**config.mk**
```make
export PLATFORM = sky130hd
export DESIGN_NAME = camera_frame_writer
export DESIGN_NICKNAME = d
export VERILOG_FILES = /design/src/rtl/camera_frame_writer.sv
export SDC_FILE = /design/constraint.sdc
export NUM_CORES = 1
export LEC_CHECK = 0
export ABC_CLOCK_PERIOD_IN_PS = 3100
export BUFFER_PORTS_ARGS = -buffer_cell sky130_fd_sc_hd__buf_2
export CAP_MARGIN = 15
export CORE_MARGIN = 5
export CORE_UTILIZATION = 35
export CTS_BUF_LIST = sky130_fd_sc_hd__clkbuf_4 sky130_fd_sc_hd__clkbuf_8 sky130_fd_sc_hd__clkbuf_16
export CTS_CLUSTER_SIZE = 16
export DETAILED_ROUTE_END_ITERATION = 12
export PLACE_DENSITY_LB_ADDON = 0.3
export RECOVER_POWER = 100
export SLEW_MARGIN = 20
export SYNTH_ARGS = -nofsm -noshare
export SYNTH_HDL_FRONTEND = slang
export SYNTH_SLANG_ARGS = --single-unit
```
**constraint.sdc**
```tcl
create_clock -name clk -period 3.1 [get_ports clk]
set_clock_uncertainty 0.2 [all_clocks]
set_input_delay 0.31 -clock clk [delete_from_list [all_inputs] [get_ports clk]]
set_output_delay 0.31 -clock clk [all_outputs]
set_load 0.02 [all_outputs]
```
**src/rtl/camera_frame_writer.sv**
```systemverilog
// Captures a raster camera stream and writes each pixel into a double-buffered SDRAM frame store.
// The display offset flips to the freshly written buffer only after a frame completes cleanly.
module camera_frame_writer #(
    parameter int          H_ACTIVE  = 640,
    parameter int          V_ACTIVE  = 480,
    parameter logic [24:0] BUF0_BASE = 25'd0,
    parameter logic [24:0] BUF1_BASE = 25'd524288
) (
    input  logic        clk,
    input  logic        rst_n,
    input  logic        capture_en,
    input  logic        cam_fval,
    input  logic        cam_lval,
    input  logic [9:0]  cam_data,
    output logic        portC_write,
    output logic [24:0] portC_addr,
    output logic [9:0]  portC_din,
    output logic [24:0] disp_offset,
    output logic        frame_done,
    output logic        frame_err,
    output logic [7:0]  frames_dropped
);

    localparam logic [10:0] COL_MAX = 11'd2047;
    localparam logic [9:0]  ROW_MAX = 10'd1023;
    localparam logic [10:0] H_COL   = 11'(H_ACTIVE);
    localparam logic [9:0]  V_ROW   = 10'(V_ACTIVE);
    localparam logic [24:0] H_STEP  = 25'(H_ACTIVE);

    typedef enum logic [1:0] {
        IDLE,
        SYNC,
        CAPTURE
    } state_t;

    state_t      state;
    logic        fval_d;
    logic        lval_d;
    logic        fval_low_seen;
    logic [10:0] col;
    logic [9:0]  row;
    logic [24:0] line_base;
    logic        bad;
    logic        buf_sel;

    logic        pixel_ok;
    logic        line_end;
    logic        frame_end;
    logic        in_window;
    logic [10:0] col_inc;
    logic [9:0]  row_inc;
    logic [9:0]  frame_row;
    logic        frame_bad;
    logic [24:0] back_base;

    // A frame-valid fall while line-valid was high also closes the current line.
    always_comb begin
        pixel_ok  = cam_fval & cam_lval;
        line_end  = lval_d & (~cam_lval | ~cam_fval);
        frame_end = fval_d & ~cam_fval;
        in_window = (col < H_COL) && (row < V_ROW);
        col_inc   = (col == COL_MAX) ? col : col + 11'd1;
        row_inc   = (row == ROW_MAX) ? row : row + 10'd1;
        frame_row = line_end ? row_inc : row;
        frame_bad = bad | (line_end & (col != H_COL)) | (frame_row != V_ROW);
        back_base = buf_sel ? BUF0_BASE : BUF1_BASE;
    end

    always_ff @(posedge clk or negedge rst_n) begin
        if (!rst_n) begin
            state          <= IDLE;
            fval_d         <= 1'b0;
            lval_d         <= 1'b0;
            fval_low_seen  <= 1'b0;
            col            <= '0;
            row            <= '0;
            line_base      <= '0;
            bad            <= 1'b0;
            buf_sel        <= 1'b0;
            portC_write    <= 1'b0;
            portC_addr     <= '0;
            portC_din      <= '0;
            disp_offset    <= BUF0_BASE;
            frame_done     <= 1'b0;
            frame_err      <= 1'b0;
            frames_dropped <= '0;
        end else begin
            fval_d      <= cam_fval;
            lval_d      <= cam_lval;
            portC_write <= 1'b0;
            frame_done  <= 1'b0;
            frame_err   <= 1'b0;

            case (state)
                IDLE: begin
                    fval_low_seen <= 1'b0;
                    if (capture_en) begin
                        state <= SYNC;
                    end
                end

                // Only a rise that follows a sampled low starts a frame, so a frame is never joined mid-way.
                SYNC: begin
                    if (!capture_en) begin
                        fval_low_seen <= 1'b0;
                        state         <= IDLE;
                    end else if (!cam_fval) begin
                        fval_low_seen <= 1'b1;
                    end else if (fval_low_seen) begin
                        fval_low_seen <= 1'b0;
                        row           <= '0;
                        line_base     <= back_base;
                        bad           <= 1'b0;
                        state         <= CAPTURE;
                        if (cam_lval && H_ACTIVE > 0 && V_ACTIVE > 0) begin
                            portC_write <= 1'b1;
                            portC_addr  <= back_base;
                            portC_din   <= cam_data;
                            col         <= 11'd1;
                        end else begin
                            col <= '0;
                        end
                    end
                end

                CAPTURE: begin
                    if (pixel_ok) begin
                        if (in_window) begin
                            portC_write <= 1'b1;
                            portC_addr  <= line_base + {14'd0, col};
                            portC_din   <= cam_data;
                        end else begin
                            bad <= 1'b1;
                        end
                        col <= col_inc;
                    end

                    if (line_end) begin
                        if (col != H_COL) begin
                            bad <= 1'b1;
                        end
                        row       <= row_inc;
                        line_base <= line_base + H_STEP;
                        col       <= '0;
                    end

                    if (frame_end) begin
                        if (frame_bad) begin
                            frame_err <= 1'b1;
                            if (frames_dropped != 8'hFF) begin
                                frames_dropped <= frames_dropped + 8'd1;
                            end
                        end else begin
                            frame_done  <= 1'b1;
                            disp_offset <= back_base;
                            buf_sel     <= ~buf_sel;
                        end
                        state <= capture_en ? SYNC : IDLE;
                    end
                end

                default: state <= IDLE;
            endcase
        end
    end

endmodule

```
# Word level (Yosys, flattened, before mapping)
# Cells that the tools add are included.
# W data, S select, Z words.
[classes]
multipliers = 0
n_eq_ne = 20
bitwise = 11
shifts = 0
mux = 65
div_mod_pow = 0
addsub = 5
reduce_logical = 11
magnitude_cmp = 2
[ops]
columns = ["operator", "count"]
rows = [
  ["$mux W25", 10],
  ["$mux W10", 11],
  ["$pmux W25 S2", 2],
  ["$mux W11", 6],
  ["$pmux W10 S2", 2],
  ["$add A25 B10 Y25 const B", 1],
  ["$add A25 B11 Y25", 1],
  ["$mux W1", 23],
  ["$pmux W11 S2", 1],
  ["$mux W20", 1],
  ["$ne A2 B2 Y1 const B", 9],
  ["$ne A3 B3 Y1 const B", 4],
  ["$reduce_and A4 Y1", 3],
  ["$add A11 B1 Y11 const B", 1],
  ["$eq A11 B11 Y1 const B", 1],
  ["$lt A11 B10 Y1 const B", 1],
  ["$ne A11 B10 Y1 const B", 1],
  ["$add A10 B1 Y10 const B", 1],
  ["$eq A10 B10 Y1 const B", 1],
  ["$lt A10 B9 Y1 const B", 1],
  ["$mux W2", 5],
  ["$ne A10 B9 Y1 const B", 1],
  ["$add A8 B1 Y8 const B", 1],
  ["$ne A8 B8 Y1 const B", 1],
  ["14 further kinds", 25],
]
[totals]
latch_bits = 0
output_inout_bits = 71
ramBits = 0
inputBits = 15
mem_bits_ro = 0
mem_count = 0
wordCells = 130
ff_bits = 124

# Longest topological paths before layout
# Gate-level depths: netlist of the first run.
[logic_depth]
word_depth = 9
depth_mapped = 10
ltp_nobuf = 9

# Worst setup path after synthesis of the first run
# No wires, ideal clock.
[synth_path]
path_kind = "register to register"
startpoint = "reg row[1]"
endpoint = "reg frames_dropped[1]"
setup_ns = 0.128
path_buffers = 2
t_required_ns = 2.772
path_slack_ns = 0.168
stages_incl_launch_ff = 11
period_less_slack_ns = 2.932
arrival_ns = 2.604
path_cell_list = "dfrtp_1 ha_1 clkbuf_1 nand3_4 or3_4 nor3_2 a21oi_1 or4_1 buf_6 nand2_2 mux2_1"
[synth_between]
elab_chain_len = 6
elab_cells_between_ends = 7
cone_classes = "add/sub: 1; eq/ne: 2; mux: 2; bitwise: 1; reduce/logical: 1"
[synth_lines]
columns = ["element", "line_no", "source"]
rows = [
  ["start: declaration", "41", "logic [9:0] row;"],
  ["start signal: assignment", "142", "row <= row_inc;"],
  ["$add A10 B1 Y10 / $eq A10 B10 Y1 (equally long branches)", "63", "row_inc = (row == ROW_MAX) ? row : row + 10'd1;"],
  ["$mux W10", "63", ""],
  ["$mux W10 *", "--", ""],
  ["$ne A10 B9 Y1 *", "65", "frame_bad = bad | (line_end & (col != H_COL)) | (frame_row != V_ROW);"],
  ["$or A1 B1 Y1 *", "65", ""],
  ["$reduce_and A4 Y1 (no line) *", "--", ""],
  ["end signal: assignment", "151", "frames_dropped <= frames_dropped + 8'd1;"],
  ["end: declaration", "21", "output logic [7:0] frames_dropped"],
]
# Mark *: on every way between the ends. The rest lies on a longest branch, timed or not.
# A chain may end at the register's enable or synchronous reset.

# Worst setup path after layout of the first run
[layout_path]
startpoint = "reg row[0]"
endpoint = "reg frames_dropped[1]"
# The elaborated chain is that of the path after synthesis.

==> results of run 1 <==
final timing paths:
| path | endpoint | start | slack [ns] |
|---|---|---|---|
| max | frames_dropped[1] | row[0] | 0.16 |
| min reg2reg | portC_addr[20] | portC_addr[20] | 0.28 |
| min | fval_low_seen | capture_en | 0.11 |
| max in group asynchronous | line_base[9] | rst_n | 0.95 |
| max reg2reg | frames_dropped[1] | row[0] | 0.16 |
| min in group asynchronous | portC_din[8] | rst_n | 0.53 |
area by class of cell:
| cell class | count | area, um^2 |
|---|---|---|
| inverters | 12 | 45.0 |
| clock inverters | 6 | 70.1 |
| fillers | 1470 | 8530 |
| flip-flops and latches | 92 | 2300 |
| clock buffers | 10 | 239 |
| well taps | 184 | 230 |
| multi-input cells | 426 | 2610 |
| repair buffers | 97 | 509 |
metrics by stage:
stage / util (%) / hold slack, ns / setup WS, ns / instance area, um^2
after floorplan: - / -0.186 / 0.168 / 5280
after global routing: 41.3 / 0.120 / 0.0202 / 6000
after CTS: 42.1 / 0.0439 / 0.0351 / 6120
after detailed placement: 39.1 / 0.170 / 0.0108 / 5690
final: 41.3 / 0.106 / 0.162 / 6000
after global placement: 39.1 / 0.165 / 0.123 / 5690
state kept, by name, summed over array words and instances (netlist names):
register        count
portC_addr         25
line_base          18
col                11
portC_din          10
row                10
frames_dropped      8
state               2
bad                 1
disp_offset         1
frame_done          1
frame_err           1
fval_d              1
fval_low_seen       1
lval_d              1
portC_write         1
kinds of logic after synthesis:
group                    after synthesis  synth area share [%]
AND/OR/NAND/NOR                      222                  21.6
AO/OA/AOI/OAI                        109                  13.3
flip-flops                            92                  44.4
buffers and inverters                 65                  7.09
XOR/XNOR                              42                  7.09
adder cells (fa/ha/maj)               14                  3.38
multiplexers                          14                  3.09
other                                  1                0.0723
placed cells by master, fill, tap and decap left out, drive strengths merged, types with 3 or more instances in the layout:
master	count
nor2b	5
o22ai	5
a22oi	3
ha	14
clkinv	3
and3	15
or3	4
nand2b	5
xor2	28
xnor2	14
dlygate4sd3	12
a22o	3
nor4	5
buf	26
and4	4
o21ai	37
a31oi	5
conb	25
inv	14
a21o	5
a21oi	25
nand4	15
nor2	54
dfrtp	92
nor3	11
mux2	13
clkbuf	69
o31ai	13
nand2	73
nand3	20
repair_timing:
action                     CTS  global route
setup endpoints to repair    1             3
hold buffers                12             0
hold endpoints to repair    55             0
resized for setup            1             1
power breakdown:
group          internal, W  switching (W)
sequential         0.00138       0.000163
combinational     0.000357       0.000673
clock             0.000654       0.000493
metal layers:
layer  up-vias  wire length [um]
li1       2057                 -
met1      1949              5830
met2       126              5430
met3        20               657
met4         0               164
met5         -                 0
tightest hold or removal path, delay by kind of cell:
| family | cells | cell delay [ns] |
|---|---|---|
| buf+inv | 1 | 0.14 |
| simple gates | 1 | 0.08 |
| compound gates | 1 | 0.08 |
==> results summary, run 1 <==
The wire length per cell after detailed routing came out at 14.6 um. The H-tree depth came out at 3. The synthesized design spends more area on one cell type than any other, namely sky130_fd_sc_hd__dfrtp_1.

The total via count after detailed routing came out at 4152. The final cycle utilization of the critical path is 94.8%. Clock tree synthesis selected as its root buffer the cell sky130_fd_sc_hd__clkbuf_16.

After synthesis, the largest area contributor takes up 44.4% of total cell area. The height of the die is 132 um. The number of antenna diodes came out at 0. By area the synthesized netlist is led by sky130_fd_sc_hd__dfrtp_1 (44%), sky130_fd_sc_hd__nand2_1 (5.2%), sky130_fd_sc_hd__xor2_1 (4.7%), sky130_fd_sc_hd__nor2_1 (3.9%), sky130_fd_sc_hd__buf_4 (3.8%). The routed via count divided by cell count is 5.02. The count of maximum capacitance violations is 0. The number of non-filler instances in the completed layout came out at 827. The transition time of the tightest slew-check pin is 1.20 ns. In the global route stage, met1 resource usage came out at 18.9%. The detail route stage leaves a number of antenna-violating nets equal to 0. The synthesis-to-layout area growth is 15.7%. Ranked by instance count, the synthesized netlist is headed by sky130_fd_sc_hd__dfrtp_1 (92), sky130_fd_sc_hd__nand2_1 (72), sky130_fd_sc_hd__nor2_1 (54). The DRC violations left is 0. STA classifies the critical path startpoint as a register. Timing would allow up to 0.340 GHz. The count of endpoints failing setup in the final report is 0. The depth of the worst register-to-register path came out at 8. The width of the chip came out at 132 um. The overall power after layout came out at 0.00372 W.

The total setup buffers inserted after CTS is 0. Summed over all cells, the static leakage comes to 2.63 nW. In this run the core area contains 44 standard-cell rows. The initial antenna violation count came to 0. The overall overflow remaining after global route is 0. The ratio of cells with drive above 1 in the final layout is 11.0%. The overall routed net length is 12100 um. The number of clock sinks is 92. STA classifies the critical path endpoint as a register. The congestion estimate from routability-driven global placement came to 0.898.

The count of state elements after synthesis came out at 92. The first global-routing pass estimated 20700 um of wire. The power density relative to cell area came out at 620 nW/um^2.

The global routing met3 resource utilization came out at 4.54%. STA puts the critical path data required time at 3.13 ns. The maximum fanout along the worst path is 8. In this run, placement finished with an instance count of 799. For this run, the slowest stage of the critical path takes 0.49 ns.

Subtracting the final worst setup slack from the clock period gives 2.94 ns. The worst-case IR drop observed on VDD is 366 uV. The commonest register cell after synthesis is sky130_fd_sc_hd__dfrtp_1. Setup repair after global routing left no endpoint under its margin. The floorplan step defined a die boundary enclosing 17400 um^2. The critical path is of the register to register type. The initial DRC count came out at 225. The busiest layer in global routing is met2.

The setup TNS came out at 0 ns. The starting density of the core came out at 35.7%. The distinct cell type count after synthesis is 63.

The kind of cell adding the most delay to the critical path is compound AO/OA/AOI/OAI gates. The via count of the first global-routing pass came to 4123. In the synthesized netlist the async set-or-reset flop fraction comes to 100%. Entering global routing, the biggest net connects 47 pins. The number of cells traversed by the worst hold path is 3.

For the worst setup path, the data arrival time is 2.97 ns. The standard cell with the maximum stage delay on the critical path is sky130_fd_sc_hd__or4_4. After clock tree synthesis, the clock-pin slew on the worst setup and hold paths is 0.06 ns. The depth of the critical timing path with buffers and inverters included is 8.

The run finished with clean final reports. The number of flops mapped to enable cells by yosys came out at 0. The area of the core region came out at 14500 um^2. After legalization and detailed placement, the total HPWL measured 8900 um.

The worst relative slew slack came out at 20.1%. At the end of the flow, the number of nets in the layout was 667. In this run the count of I/O pins placed on the die edge is 86. The later pin in the worst-skew pair is clocked with a latency of 0.36 ns. Each instance of the synthesized netlist takes up on average 9.28 um^2.

Walking the worst path, the cells encountered are ha_1 > nand3_4 > o31ai_4 > o32ai_1 > a211o_1 > or4_4 > nand2_2 > mux2_1. In this run the tool buffered the top-level ports with 61 buffer cells. The CTS tree is yes. The overall routing resource usage is 14.2%. The length of the first detailed-routing pass in iterations is 4.

The sequential share of the synthesized area is 44.4%. The total clock buffers created by CTS came out at 9. The count of endpoints failing hold in the final timing report was 0. The met2 capacity usage during global routing came out at 22.4%. During synthesis, Yosys emitted a total of 0 warnings. Together, buffers and inverters on the worst path number 0. The post-synthesis cell area came out at 5190 um^2. The number of pins with negative max-slew slack in the final report came to 0. The number of buffers between clock root and the deepest sink came out at 2. The cell count after synthesis came out at 559. The path category of the worst min-delay check is primary input to register. The cell with the most instances after synthesis is sky130_fd_sc_hd__dfrtp_1.
(Power assumes the default switching activity.)
==> run 2, diff against run 1 <==
--- a/config.mk
+++ b/config.mk
@@ -5,7 +5,7 @@
 export SDC_FILE = /design/constraint.sdc
 export NUM_CORES = 1
 export LEC_CHECK = 0
-export ABC_CLOCK_PERIOD_IN_PS = 3100
+export ABC_CLOCK_PERIOD_IN_PS = 2500
 export BUFFER_PORTS_ARGS = -buffer_cell sky130_fd_sc_hd__buf_2
 export CAP_MARGIN = 15
 export CORE_MARGIN = 5
@@ -13,6 +13,7 @@
 export CTS_BUF_LIST = sky130_fd_sc_hd__clkbuf_4 sky130_fd_sc_hd__clkbuf_8 sky130_fd_sc_hd__clkbuf_16
 export CTS_CLUSTER_SIZE = 16
 export DETAILED_ROUTE_END_ITERATION = 12
+export GPL_TIMING_DRIVEN = 1
 export PLACE_DENSITY_LB_ADDON = 0.3
 export RECOVER_POWER = 100
 export SLEW_MARGIN = 20
==> constraint.sdc (replaced) <==
create_clock -name clk -period 2.5 [get_ports clk]
set_clock_uncertainty 0.2 [all_clocks]
set_input_delay 0.25 -clock clk [delete_from_list [all_inputs] [get_ports clk]]
set_output_delay 0.25 -clock clk [all_outputs]
set_load 0.02 [all_outputs]
==> results summary, run 2 (synthesized netlist as in run 1, its figures left out) <==
The half-perimeter wire length of the detailed placement result is 9710 um (was 8900 um). The DRC violations left is 0 (unchanged). The maximum vdd drop came out at 569 uV (was 366 uV). The count of maximum capacitance violations came out at 0 (unchanged).

The clock network latency to the later pin of the worst-skew pair came to 0.35 ns (was 0.36 ns). The die footprint is 17400 um^2 (unchanged). The flip-flop count of the largest register, all copies and words added was 25 (unchanged). The area used by multi-input combinational logic is 2820 um^2 (was 2610 um^2). The final cycle utilization of the critical path came out at 108% (was 94.8%). The register clock-pin slew on the reported worst setup and hold paths came out at 0.07 ns (was 0.06 ns). The clock period minus worst slack is 2.70 ns (was 2.94 ns). The H-tree depth was 3 (unchanged). The via count of the first global-routing pass came out at 4544 (was 4123).

The leakage power of the design came to 2.96 nW (was 2.63 nW). The sequential cell area in the final layout is 2300 um^2 (unchanged). The overall overflow remaining after global route came out at 0 (unchanged).

The checks that failed: negative setup slack. The path category of the worst min-delay check is primary input to register (unchanged). RSZ-0062 raised after global routing: yes (was no). The width of the chip is 132 um (unchanged). The switching portion of total power is 35.6% (was 35.7%). The overall routing resource usage is 15.4% (was 14.2%). The net count reported at finish came out at 720 (was 667).

The maximum clock frequency is 0.371 GHz (was 0.340 GHz). The worst relative slew slack is 33.4% (was 20.1%). The initial antenna violation count is 0 (unchanged). The power density relative to cell area is 717 nW/um^2 (was 620 nW/um^2). The count of endpoints failing hold in the final timing report is 0 (unchanged). The overall routed net length came out at 13200 um (was 12100 um).

The area of the core region is 14500 um^2 (unchanged). The total via count after detailed routing came out at 4434 (was 4152). The initial DRC count came to 300 (was 225).

The maximum fanout along the worst path is 5 (was 8). The worst hold slack came out at 0.0260 ns (was 0.106 ns). The length of the first detailed-routing pass in iterations is 5 (was 4). The height of the die came out at 132 um (unchanged). The ratio of cells with drive above 1 in the final layout is 21.7% (was 11.0%). The global-route wire length before repair is 22400 um (was 20700 um).

The number of pins with negative max-slew slack in the final report came out at 0 (unchanged). The routed via count divided by cell count is 5.04 (was 5.02). The CTS tree is yes (unchanged).

The largest net degree at the start of global routing is 49 (was 47). The final worst setup slack came to -0.195 ns (was 0.162 ns). Most frequent cells in the layout: sky130_fd_sc_hd__dfrtp_1 (92), sky130_fd_sc_hd__nand2_1 (70), sky130_fd_sc_hd__buf_4 (59) (was sky130_fd_sc_hd__dfrtp_1 (92), sky130_fd_sc_hd__nand2_1 (72), sky130_fd_sc_hd__clkbuf_1 (55)). The number of clock sinks came out at 92 (unchanged). The root buffer cell was sky130_fd_sc_hd__clkbuf_16 (unchanged). The longest individual stage delay on the worst path came out at 0.60 ns (was 0.49 ns).

The count of endpoints failing setup in the final report was 21 (was 0). The number of filler instances in the final layout came out at 1423 (was 1470). The number of antenna diodes was 0 (unchanged). The share of power burned in the clock network is 30.0% (was 30.8%). The area after detailed placement came out at 6010 um^2 (was 5690 um^2). The synthesis-to-layout area growth is 28.0% (was 15.7%). The quantity of I/O buffers inserted on ports is 61 (unchanged). The worst slack after detailed placement is -0.285 ns (was 0.0108 ns). The worst setup path category was register to register (unchanged). The number of nets still failing antenna checks after routing is 0 (unchanged).

The transition time of the tightest slew-check pin is 0.999 ns (was 1.20 ns). The number of non-filler instances in the completed layout is 880 (was 827). The number of I/O pins is 86 (unchanged). Cells along the critical path: ha_4 > nand3_4 > o31ai_4 > o32ai_2 > a211o_1 > or4_4 > nand2_4 > mux2_4 (was ha_1 > nand3_4 > o31ai_4 > o32ai_1 > a211o_1 > or4_4 > nand2_2 > mux2_1). The nature of the critical path startpoint was a register (unchanged). The starting density of the core came out at 35.7% (unchanged). The critical path data arrival time is 2.73 ns (was 2.97 ns). The capturing element type of the critical path was a register (unchanged).

The cell count after placement came out at 841 (was 799). The reported net switching power came out at 0.00170 W (was 0.00133 W). The internal cell power is 0.00307 W (was 0.00240 W). The wire length per cell after detailed routing came out at 15.1 um (was 14.6 um). Outcome: finished with violations (was completed).

The proportion of power drawn by combinational gates came out at 29.8% (was 27.7%). The total number of placement rows was 44 (unchanged). The design area came to 6640 um^2 (was 6000 um^2).

The sequential fraction of design power is 40.1% (was 41.5%). The register with the highest flop count was portC_addr (unchanged). The total clock buffers created by CTS came to 9 (unchanged).

The standard cell with the maximum stage delay on the critical path is sky130_fd_sc_hd__or4_4 (unchanged). Largest registers ranked by flip-flop count: portC_addr (25), line_base (18), col (11) (unchanged). The required time of the critical path came out at 2.53 ns (was 3.13 ns).

The most common cell after layout, fill and taps aside is sky130_fd_sc_hd__dfrtp_1 (unchanged). The number of buffers between clock root and the deepest sink came out at 2 (unchanged). The weighted congestion at the end of routability-driven global placement is 0.889 (was 0.898).
run 2: changes by cell type in the layout (fill, tap and decap cells not counted), sizes merged:
cell	change
buf	+49
clkbuf	+4
clkinv	-1
clkinvlp	+1
run 2: worst paths after layout:
check                      depth (start not counted)                end  slack [ns]           start
min in group asynchronous                          2       portC_din[8]        0.40           rst_n
max reg2reg                                        8  frames_dropped[1]       -0.20          row[0]
min reg2reg                                        2     portC_addr[10]        0.27  portC_addr[10]
min                                                2             fval_d        0.03        cam_fval
max in group asynchronous                          3          frame_err        0.49           rst_n
max                                                8  frames_dropped[1]       -0.20          row[0]
run 2: per-stage QoR:
stage	total power, W	TNS (ns)	utilization (%)
5_1_grt	0.00508	-7.06	45.7
3_5_place_dp	0.00336	-1.43	41.4
2_1_floorplan	0.00282	-1.18	-
4_1_cts	0.00486	-1.15	45.3
3_3_place_gp	0.00332	-0.990	41.4
6_report	0.00476	-2.29	45.7
run 2: critical path: cells and delay by family, from the launching register on:
family	cells	cell delay, ns
AO/OA/AOI/OAI	3	0.67
flip-flops	1	0.41
AND/OR/NAND/NOR	3	0.81
adder cells (fa/ha/maj)	1	0.19
multiplexers	1	0.29
run 2: cell type report:
type / count / share of cell area [%]
clock buffer: 10 / 3.60
clock inverter: 6 / 1.21
inverter: 12 / 0.678
multi-input combinational: 426 / 42.5
sequential: 92 / 34.7
tap: 184 / 3.47
timing repair buffer: 150 / 13.9
run 2: routing by layer:
layer	GRT usage, %	part of all wire (%)	vias up
met2	25.2	47	115
met3	4.47	5.6	13
li1	-	-	2171
met1	20.3	46	2135
met4	3.37	0.98	0
met5	0	0	-
run 2: power groups by stage:
stage | logic (W) | clock network [W] | registers (W)
global route | 0.00159 | 0.00154 | 0.00195
global placement | 0.00141 | 0 | 0.00191
floorplan | 0.000765 | 0 | 0.00206
finish | 0.00142 | 0.00143 | 0.00191
CTS | 0.00148 | 0.00148 | 0.00190
detailed placement | 0.00143 | 0 | 0.00192
run 2: what timing repair did:
item | in CTS | in global routing
pin swaps | 12 | 22
endpoints found under the hold margin | 48 | 0
gates resized for setup | 22 | 24
setup buffers | 3 | 10
setup endpoints to repair | 11 | 19
hold buffers | 12 | 0
